===== config.mk =====
export PLATFORM = sky130hd
export DESIGN_NAME = pipe_ctrl
export DESIGN_NICKNAME = d
export VERILOG_FILES = /design/src/rtl/pipe_ctrl.sv
export SDC_FILE = /design/constraint.sdc
export NUM_CORES = 1
export LEC_CHECK = 0
export ABC_AREA = 0
export CAP_MARGIN = 0
export CORE_MARGIN = 5
export CORE_UTILIZATION = 50
export CTS_CLUSTER_SIZE = 28
export DETAILED_ROUTE_END_ITERATION = 7
export PLACE_DENSITY = 0.94
export SETUP_SLACK_MARGIN = 0.15
export SYNTH_ARGS = -nofsm -noshare
export SYNTH_HDL_FRONTEND = slang
export SYNTH_SLANG_ARGS = --single-unit

===== constraint.sdc =====
create_clock -name clk_i -period 9.16 [get_ports clk_i]
set_input_delay 1.374 -clock clk_i [delete_from_list [all_inputs] [get_ports clk_i]]
set_output_delay 1.374 -clock clk_i [all_outputs]
set_load 0.05 [all_outputs]

===== src/rtl/pipe_ctrl.sv =====
// Pipeline sequencer: merges per-stage stall requests into the stall vector,
// arbitrates jump/interrupt redirects (holding them across PC stalls) and
// keeps stall statistics with a sticky stuck-stall flag.
module pipe_ctrl #(
  parameter int ADDR_WIDTH = 32,
  parameter int CNT_WIDTH  = 32,
  parameter int TIMEOUT    = 1024
) (
  input  logic                  clk_i,
  input  logic                  rst_i,
  input  logic                  stallreq_if_i,
  input  logic                  stallreq_id_i,
  input  logic                  stallreq_ex_i,
  input  logic                  stallreq_mem_i,
  input  logic                  jump_req_i,
  input  logic [ADDR_WIDTH-1:0] jump_addr_i,
  input  logic                  int_req_i,
  input  logic [ADDR_WIDTH-1:0] int_addr_i,
  output logic [5:0]            stall_o,
  output logic                  flush_jump_o,
  output logic                  flush_int_o,
  output logic [ADDR_WIDTH-1:0] new_pc_o,
  output logic                  int_taken_o,
  output logic [CNT_WIDTH-1:0]  stall_cnt_o,
  output logic                  timeout_o
);

  localparam int RUN_W = $clog2(TIMEOUT + 1);
  localparam logic [RUN_W-1:0] RUN_MAX  = RUN_W'(TIMEOUT);
  localparam logic [RUN_W-1:0] RUN_LAST = RUN_W'(TIMEOUT - 1);

  typedef enum logic [1:0] {IDLE, PEND_JUMP, PEND_INT} state_t;

  state_t                  state_q, state_d;
  logic [ADDR_WIDTH-1:0]   pend_addr_q, pend_addr_d;
  logic [5:0]              stall_vec;
  logic                    stall_pc;
  logic [CNT_WIDTH-1:0]    stall_cnt_q;
  logic [RUN_W-1:0]        run_cnt_q;
  logic                    timeout_q;

  // Saturating increment: the performance counter sticks at all-ones.
  function automatic logic [CNT_WIDTH-1:0] sat_inc(input logic [CNT_WIDTH-1:0] v);
    return (&v) ? v : v + CNT_WIDTH'(1);
  endfunction

  // Highest stalled stage wins; every stage upstream of it is frozen too.
  // Reset forces the vector low so all outputs read 0 while rst_i is high.
  always_comb begin
    stall_vec = 6'b000000;
    if (rst_i)               stall_vec = 6'b000000;
    else if (stallreq_mem_i) stall_vec = 6'b011111;
    else if (stallreq_ex_i)  stall_vec = 6'b001111;
    else if (stallreq_id_i)  stall_vec = 6'b000111;
    else if (stallreq_if_i)  stall_vec = 6'b000011;
  end

  assign stall_o  = stall_vec;
  assign stall_pc = stall_vec[0];

  // Redirect arbitration: a fresh interrupt beats a held interrupt, which
  // beats a fresh jump, which beats a held jump. Redirects raised while the
  // PC is stalled are parked until the stall releases.
  always_comb begin
    state_d      = state_q;
    pend_addr_d  = pend_addr_q;
    flush_jump_o = 1'b0;
    flush_int_o  = 1'b0;
    new_pc_o     = '0;
    if (rst_i) begin
      state_d     = IDLE;
      pend_addr_d = '0;
    end else if (!stall_pc) begin
      state_d     = IDLE;
      pend_addr_d = '0;
      if (int_req_i) begin
        flush_int_o = 1'b1;
        new_pc_o    = int_addr_i;
      end else if (state_q == PEND_INT) begin
        flush_int_o = 1'b1;
        new_pc_o    = pend_addr_q;
      end else if (jump_req_i) begin
        flush_jump_o = 1'b1;
        new_pc_o     = jump_addr_i;
      end else if (state_q == PEND_JUMP) begin
        flush_jump_o = 1'b1;
        new_pc_o     = pend_addr_q;
      end
    end else begin
      if (int_req_i) begin
        state_d     = PEND_INT;
        pend_addr_d = int_addr_i;
      end else if (jump_req_i && state_q != PEND_INT) begin
        state_d     = PEND_JUMP;
        pend_addr_d = jump_addr_i;
      end
    end
  end

  assign int_taken_o = flush_int_o;

  // Redirect FSM state and parked target.
  always_ff @(posedge clk_i or posedge rst_i) begin
    if (rst_i) begin
      state_q     <= IDLE;
      pend_addr_q <= '0;
    end else begin
      state_q     <= state_d;
      pend_addr_q <= pend_addr_d;
    end
  end

  // Stall statistics: total stalled cycles and current consecutive run.
  always_ff @(posedge clk_i or posedge rst_i) begin
    if (rst_i) begin
      stall_cnt_q <= '0;
      run_cnt_q   <= '0;
      timeout_q   <= 1'b0;
    end else if (stall_pc) begin
      stall_cnt_q <= sat_inc(stall_cnt_q);
      if (run_cnt_q != RUN_MAX) run_cnt_q <= run_cnt_q + RUN_W'(1);
      if (run_cnt_q >= RUN_LAST) timeout_q <= 1'b1;
    end else begin
      run_cnt_q <= '0;
    end
  end

  assign stall_cnt_o = stall_cnt_q;
  assign timeout_o   = timeout_q;

endmodule


* Yosys cells after proc, flatten, opt, wreduce, memory -nomap -nowiden
Cells that the tools add are included.
Cells by class: add/subtract/negate cells 2, multiply operators 0, div/mod/pow operators 0, order comparisons 1, eq/ne operators 6, shift operators 0, mux-type cells 31, bitwise logic cells 1, reductions and logical operators 4
Operators by type and width (number):
- $mux 32 | 10
- $add 32x1->32 const B | 1
- $reduce_and 32->1 | 1
- $mux 11 | 2
- $add 11x1->11 const B | 1
- $ge 11x10->1 const B | 1
- $ne 11x11->1 const B | 1
- $mux 1 | 10
- $mux 2 | 5
- $mux 5 | 2
- $mux 4 | 1
- $ne 4x3->1 const B | 1
- $reduce_and 2->1 | 2
- $mux 3 | 1
- $eq 2x1->1 const B | 1
- $eq 2x2->1 const B | 1
- $ne 2x1->1 const B | 1
- $ne 2x2->1 const B | 1
- $logic_and 1x1->1 | 1
- $not 1->1 | 1
Storage, ports and cells: register bits after elaboration 78, bits in latches 0, RAM bits 0, ROM bits 0, input port bits 72, output and inout port bits 74, logic and storage cells 50, memories kept 0

* Logic depth before layout (Yosys ltp)
Gate-level depths: netlist of the first run.
word-level depth 7, depth in mapped cells 7, depth with buffers taken out 7

* Least setup slack after synthesis of the first run
Ideal clock, no wire load.
path type in2out, start in rst_i, end out int_taken_o, arrival 4977 ps, data required time 7786 ps, path slack 2809 ps, stages on the path 4, path buffers 1, cell sequence inv_1 > and2_1 > a21boi_0 > buf_4
On the way: longest elaborated chain between the ends 3
RTL lines:
- start: declaration | RTL line 10 | input logic rst_i,
- $mux 5 | RTL line 51 | if (rst_i) stall_vec = 6'b000000;
- $mux 1 | RTL line 73 | end else if (!stall_pc) begin
- $mux 1 * | RTL line 70 | if (rst_i) begin
- end: declaration | RTL line 23 | output logic int_taken_o,
Mark *: on every way between the ends. The rest lies on a longest branch, timed or not.

* Final worst setup path of the first run
start in stallreq_mem_i, end out stall_o[1]
On the way: longest elaborated chain between the ends 2
RTL lines:
- start: declaration | RTL line 14 | input logic stallreq_mem_i,
- $mux 5 | RTL line 52 | else if (stallreq_mem_i) stall_vec = 6'b011111;
- $mux 5 | RTL line 51
- end: declaration | RTL line 19 | output logic [5:0] stall_o,
Every way passes these cells.

==> flow_metrics.env, run 1 <==
export IMPL_power_leakage_nw=2.59
export IMPL_crit_path_start="stallreq_mem_i"
export IMPL_row_count=33
export IMPL_grtUsageTotal=0.222
export IMPL_synth_top_cell_by_area="dfrtp_1"
export IMPL_dr_pass1_iters=4
export IMPL_fin_crit_ns=5.66
export IMPL_critPathMaxFanout=28
export IMPL_grt_use_met1=0.271
export IMPL_fin_setup_tns_ns=0
export IMPL_drive_gt1_frac=0.0552
export IMPL_antenna_found_initial=0
export IMPL_cp_required_ns=7.79
export IMPL_io_buffers=144
export IMPL_ys_seq_area_frac=0.456
export IMPL_pre_cts_ws_ns=3.49
export IMPL_drv_slew=0
export IMPL_finClkSkew_ns=0.00962
export IMPL_busiest_layer="met2"
export IMPL_start_util=0.516
export IMPL_die_w_um=103
export IMPL_wirelength_um=11700
export IMPL_hold_viol=0
export IMPL_synthFlopType="dfrtp_1"
export IMPL_grt_max_degree=79
export IMPL_min_delay_start="timeout_o"
export IMPL_detail_route_iter0_violations=160
export IMPL_crit_top_cell="clkdlybuf4s50_1"
export IMPL_drcViolationCount=0
export IMPL_cp_arrival_ns=4.29
export IMPL_clock_sinks=78
export IMPL_critPathSlowestCell="clkdlybuf4s50_1"
export IMPL_n_antenna_cell=0
export IMPL_crit_path_cell_trace="clkdlybuf4s50_1, nor4_1, or2_2, inv_1, clkdlybuf4s50_1"
export IMPL_cts_root_buffer="clkbuf_8"
export IMPL_overflow=0
export IMPL_grt_pass1_wl_um=18400
export IMPL_outcome="finished clean"
export IMPL_synth_warning_count=0
export IMPL_place_congestion=0.842
export IMPL_drtAntennaViolNets=0
export IMPL_numCtsBuffers=9
export IMPL_hold_path_class="register to register"
export IMPL_min_period_over_period=0.618
export IMPL_grt_met2_usage=0.395
export IMPL_avgRoutedWirePerCell_um=16.6
export IMPL_yosysUniqueCellTypes=45
export IMPL_p_per_area_nw_per_um2=154
export IMPL_synthCells=461
export IMPL_htreeDepth=3
export IMPL_avgSynthCellArea_um2=9.29
export IMPL_insertion_delay_ns=0.34
export IMPL_worstMarginPinSlew_ns=1.17
export IMPL_r2r_start="stall_cnt_o[2]"
export IMPL_synth_fp_nets=536
export IMPL_synthTopCellsByCount="dfrtp_1, nand2_1, nor2_1, o21ai_0, and2_1"
export IMPL_pin_count=146
export IMPL_crit_type="input port to primary output"
export IMPL_vias=3768
export IMPL_critPathCaptureType="primary output"
export IMPL_core_area_um2=8300
export IMPL_die_area_um2=10500
export IMPL_cap_violations=0
export IMPL_fin_ws_ns=3.50
export IMPL_vias_per_cell=5.36
export IMPL_synth_seq_cells=78
export IMPL_postCtsHoldBufs=0
export IMPL_first_global_vias=3813
export IMPL_path_clk_slew_ns=0.07
export IMPL_fin_nets=669
export IMPL_syn_area_um2=4280
export IMPL_peakVddDrop_uv=91.3
export IMPL_area_growth_pct=39.7
export IMPL_fp_dieH_um=103
export IMPL_fillers=585
export IMPL_yosysMostFrequentCell="dfrtp_1"
export IMPL_synth_area_top_cells="dfrtp_1, mux2i_1, and2_1"
export IMPL_cts_buffer_depth=2
export IMPL_dpl_hpwl_um=8510
export IMPL_start_kind="input port"
export IMPL_synth_edf_count=0
export IMPL_rsz0062_at_grt="no"
export IMPL_async_flop_share=1.00
export IMPL_synth_top_area_share=0.456
export IMPL_slew_headroom=0.210
export IMPL_post_cts_buffers=0
export IMPL_max_freq_mhz=177
export IMPL_use_met3=0.0528
export IMPL_finalSetupViolations=0
export IMPL_max_stage_delay_ns=0.85
export IMPL_cts_resized=0
export IMPL_cts_tree="yes"
==> final cells by class <==
type,count,area [um2],area share
tap,105,131,0.0220
inverter,10,38.8,0.00648
multi-input combinational,349,2190,0.366
clock buffer,11,151,0.0253
clock inverter,4,70.1,0.0117
timing repair buffer,146,1450,0.243
sequential,78,1950,0.326
==> per-layer routing <==
layer | up-vias | routed length, um
met5 | - | 0
met4 | 0 | 123
met3 | 11 | 886
met2 | 130 | 5950
met1 | 1804 | 4690
li1 | 1823 | -
==> critical path, delay by kind of cell <==
| family | cells | cell delay [ns] |
|---|---|---|
| buffers and inverters | 3 | 1.79 |
| AND/OR/NAND/NOR | 2 | 1.12 |
==> per-stage QoR <==
stage,power (W),cell area [um2],hold slack [ns],cells,utilization
floorplan,0.000546,4280,0.514,461,-
global placement,0.000633,5760,0.467,688,0.694
detailed placement,0.000643,5760,0.469,688,0.694
CTS,0.000929,5980,0.486,703,0.721
global route,0.000969,5980,0.500,703,0.721
finish,0.000924,5980,0.494,703,0.721
==> power by group <==
part	internal [W]	leakage (nW)	switching (W)
logic	0.000101	1.43	0.000140
registers	0.000370	1.05	0.0000269
clock network	0.000166	0.115	0.000121
==> cell usage in the layout (no fill, tap or decap), drive strengths merged, types with 3 or more instances in the layout <==
| cell | count |
|---|---|
| clkdlybuf4s50 | 143 |
| dfrtp | 78 |
| nand2 | 52 |
| nor2 | 40 |
| o21ai | 38 |
| and2 | 35 |
| mux2i | 32 |
| nand3 | 22 |
| xnor2 | 21 |
| nor2b | 21 |
| xor2 | 14 |
| o21a | 12 |
| clkbuf | 11 |
| nand4 | 11 |
| inv | 9 |
| a21oi | 7 |
| nor3 | 7 |
| and3 | 5 |
| nor4 | 4 |
| or3 | 4 |
| clkinv | 3 |
| ha | 3 |
| mux2 | 3 |
| buf | 3 |
==> logic make-up (layout without fill, tap and decap cells) <==
kind of cell	count (synthesis)	count (layout)	share of synthesized area
fa+ha+maj	3	3	0.00876
flops	78	78	0.456
simple gates	211	211	0.258
mux	35	35	0.0835
compound gates	64	64	0.0870
xor+xnor	35	35	0.0716
other cells	1	1	0.000875
buf+inv	34	171	0.0350
==> flip-flops by register name, summed over array words and instances (netlist names) <==
| register | count |
|---|---|
| pend_addr_q | 32 |
| stall_cnt_o | 32 |
| run_cnt_q | 11 |
| state_q | 2 |
| timeout_o | 1 |
==> worst paths after layout <==
path | to | slack, ns | cells after the start
max reg2reg | stall_cnt_o[21] | 6.68 | 5
max | stall_o[1] | 3.50 | 5
min reg2reg | timeout_o | 0.49 | 1
max in group asynchronous | stall_cnt_o[3] | 6.70 | 3
min | timeout_o | 0.49 | 1
min in group asynchronous | timeout_o | 1.84 | 3
Note: power is estimated with default switching activity, not from simulation.
==> run 2: changes to the inputs <==
Settings changed: CORE_UTILIZATION 50 to 42, PLACE_DENSITY 0.94 to 0.85.
Clock period 9.16 ns to 5 ns, I/O delays scaled along.
==> run 2 against run 1 <==
Net effect: total power grew 85%; highest routed layer unchanged; wire length shrank 2.5%; clock skew rose by 0.0011 ns; sequential power up 84%; utilization decreased by 11 points; critical endpoint is now new_pc_o[25]; design area is 1.2% higher; combinational power grew 81%; global-route usage shrank 4.1 points; register-to-register slack lost 4.1 ns; critical path depth up 1; critical path type unchanged; clock power up 89%.
==> flow_metrics.env, run 2 (synthesized netlist as in run 1, its figures left out) <==
export IMPL_ff2ff_path_depth=5
export IMPL_critPathCaptureType="primary output"
export IMPL_min_period_over_period=0.863
export IMPL_slew_headroom=0.255
export IMPL_pin_count=146
export IMPL_grt_max_degree=79
export IMPL_n_antenna_cell=0
export IMPL_max_freq_mhz=232
export IMPL_drcViolationCount=0
export IMPL_hold_worst_slack_ns=0.500
export IMPL_most_common_layout_cells="clkdlybuf4s50_1, dfrtp_1, nand2_1, nor2_1, o21ai_0"
export IMPL_cp_required_ns=4.25
export IMPL_path_clk_slew_ns=0.07
export IMPL_hold_viol=0
export IMPL_grt_pass1_wl_um=18700
export IMPL_row_count=36
export IMPL_min_delay_start="timeout_o"
export IMPL_insertion_delay_ns=0.35
export IMPL_power_leakage_nw=2.60
export IMPL_area_growth_pct=41.4
export IMPL_cts_resized=0
export IMPL_grtUsageTotal=0.181
export IMPL_die_area_um2=12300
export IMPL_cap_violations=0
export IMPL_core_area_um2=9860
export IMPL_clock_sinks=78
export IMPL_r2r_start="stall_cnt_o[2]"
export IMPL_fp_dieH_um=111
export IMPL_antenna_found_initial=0
export IMPL_fin_setup_tns_ns=0
export IMPL_drv_slew=0
export IMPL_outcome="finished clean"
export IMPL_post_cts_buffers=0
export IMPL_crit_type="input port to primary output"
export IMPL_start_kind="input port"
export IMPL_detail_route_iter0_violations=217
export IMPL_place_congestion=0.859
export IMPL_cts_root_buffer="clkbuf_8"
export IMPL_wirelength_um=11400
export IMPL_r2r_end="stall_cnt_o[21]"
export IMPL_rrSetupSlack_ns=2.54
export IMPL_cts_buffer_depth=2
export IMPL_first_global_vias=3824
export IMPL_cp_arrival_ns=3.57
export IMPL_start_util=0.434
export IMPL_final_common_cell="clkdlybuf4s50_1"
export IMPL_postCtsHoldBufs=0
export IMPL_fin_nets=672
export IMPL_hold_path_cell_count=1
export IMPL_cts_tree="yes"
export IMPL_rsz0062_at_grt="no"
export IMPL_worstMarginPinSlew_ns=1.11
export IMPL_hold_path_class="register to register"
export IMPL_avgRoutedWirePerCell_um=15.5
export IMPL_finClkSkew_ns=0.0107
export IMPL_peakVddDrop_uv=144
export IMPL_critPathMaxFanout=34
export IMPL_dpl_hpwl_um=8220
export IMPL_fin_crit_ns=4.32
export IMPL_numCtsBuffers=9
export IMPL_drtAntennaViolNets=0
export IMPL_dr_pass1_iters=6
export IMPL_vias_per_cell=5.10
export IMPL_io_buffers=144
export IMPL_overflow=0
export IMPL_die_w_um=111
export IMPL_holdPathEnd="timeout_o"
export IMPL_finalSetupViolations=0
export IMPL_p_per_area_nw_per_um2=282
export IMPL_drive_gt1_frac=0.0615
export IMPL_vias=3746
export IMPL_htreeDepth=3
## run 2: changes by cell type in the layout (fill, tap and decap cells not counted)
cell	change
clkinv_4	+1
clkinv_2	-2
clkinvlp_4	+2
buf_4	+3
## run 2: metal layers
| metal | share of wire | GRT usage |
|---|---|---|
| met4 | 0.013 | 0.0460 |
| met5 | 0 | 0 |
| met1 | 0.44 | 0.226 |
| met3 | 0.055 | 0.0529 |
| met2 | 0.49 | 0.307 |
## run 2: how the worst max path moves through the flow
stage | startpoint | end | slack [ns] | cells after the start
floorplan | rst_i | int_taken_o | 0.76 | 4
global placement | jump_req_i | new_pc_o[25] | 0.73 | 6
detailed placement | jump_req_i | new_pc_o[25] | 0.64 | 6
CTS | jump_req_i | new_pc_o[25] | 0.63 | 6
global route | jump_req_i | new_pc_o[25] | 0.53 | 6
finish | jump_req_i | new_pc_o[25] | 0.68 | 6
## run 2: area by class of cell
| cell class | count | area (um2) |
|---|---|---|
| fillers | 822 | 3810 |
| flip-flops and latches | 78 | 1950 |
| inverters | 10 | 41.3 |
| well taps | 133 | 166 |
| clock buffers | 11 | 151 |
| multi-input cells | 349 | 2190 |
| repair buffers | 149 | 1470 |
| clock inverters | 5 | 81.3 |
## run 2: critical path: stages
cell             delay, ns
clkdlybuf4s50_1       0.58
nand2_2               0.64
mux2i_1               0.28
o21ai_0               0.33
nor2b_1               0.17
clkdlybuf4s50_1       0.81
## run 2: where the power goes
part	total, W	leakage [nW]	switching (W)	internal [W]
Sequential	0.000729	1.05	0.0000514	0.000677
Combinational	0.000435	1.44	0.000250	0.000186
Clock	0.000541	0.116	0.000233	0.000308
Total	0.00171	2.60	0.000534	0.00117
## run 2: through the flow
stage | setup WS (ns) | std cells | power, W | util | cell area, um2
after floorplan | 0.763 | 461 | 0.00100 | - | 4290
after global placement | 0.733 | 719 | 0.00117 | 0.590 | 5820
after detailed placement | 0.640 | 719 | 0.00118 | 0.590 | 5820
after CTS | 0.631 | 735 | 0.00172 | 0.614 | 6060
after global routing | 0.525 | 735 | 0.00178 | 0.614 | 6060
final | 0.684 | 735 | 0.00171 | 0.614 | 6060
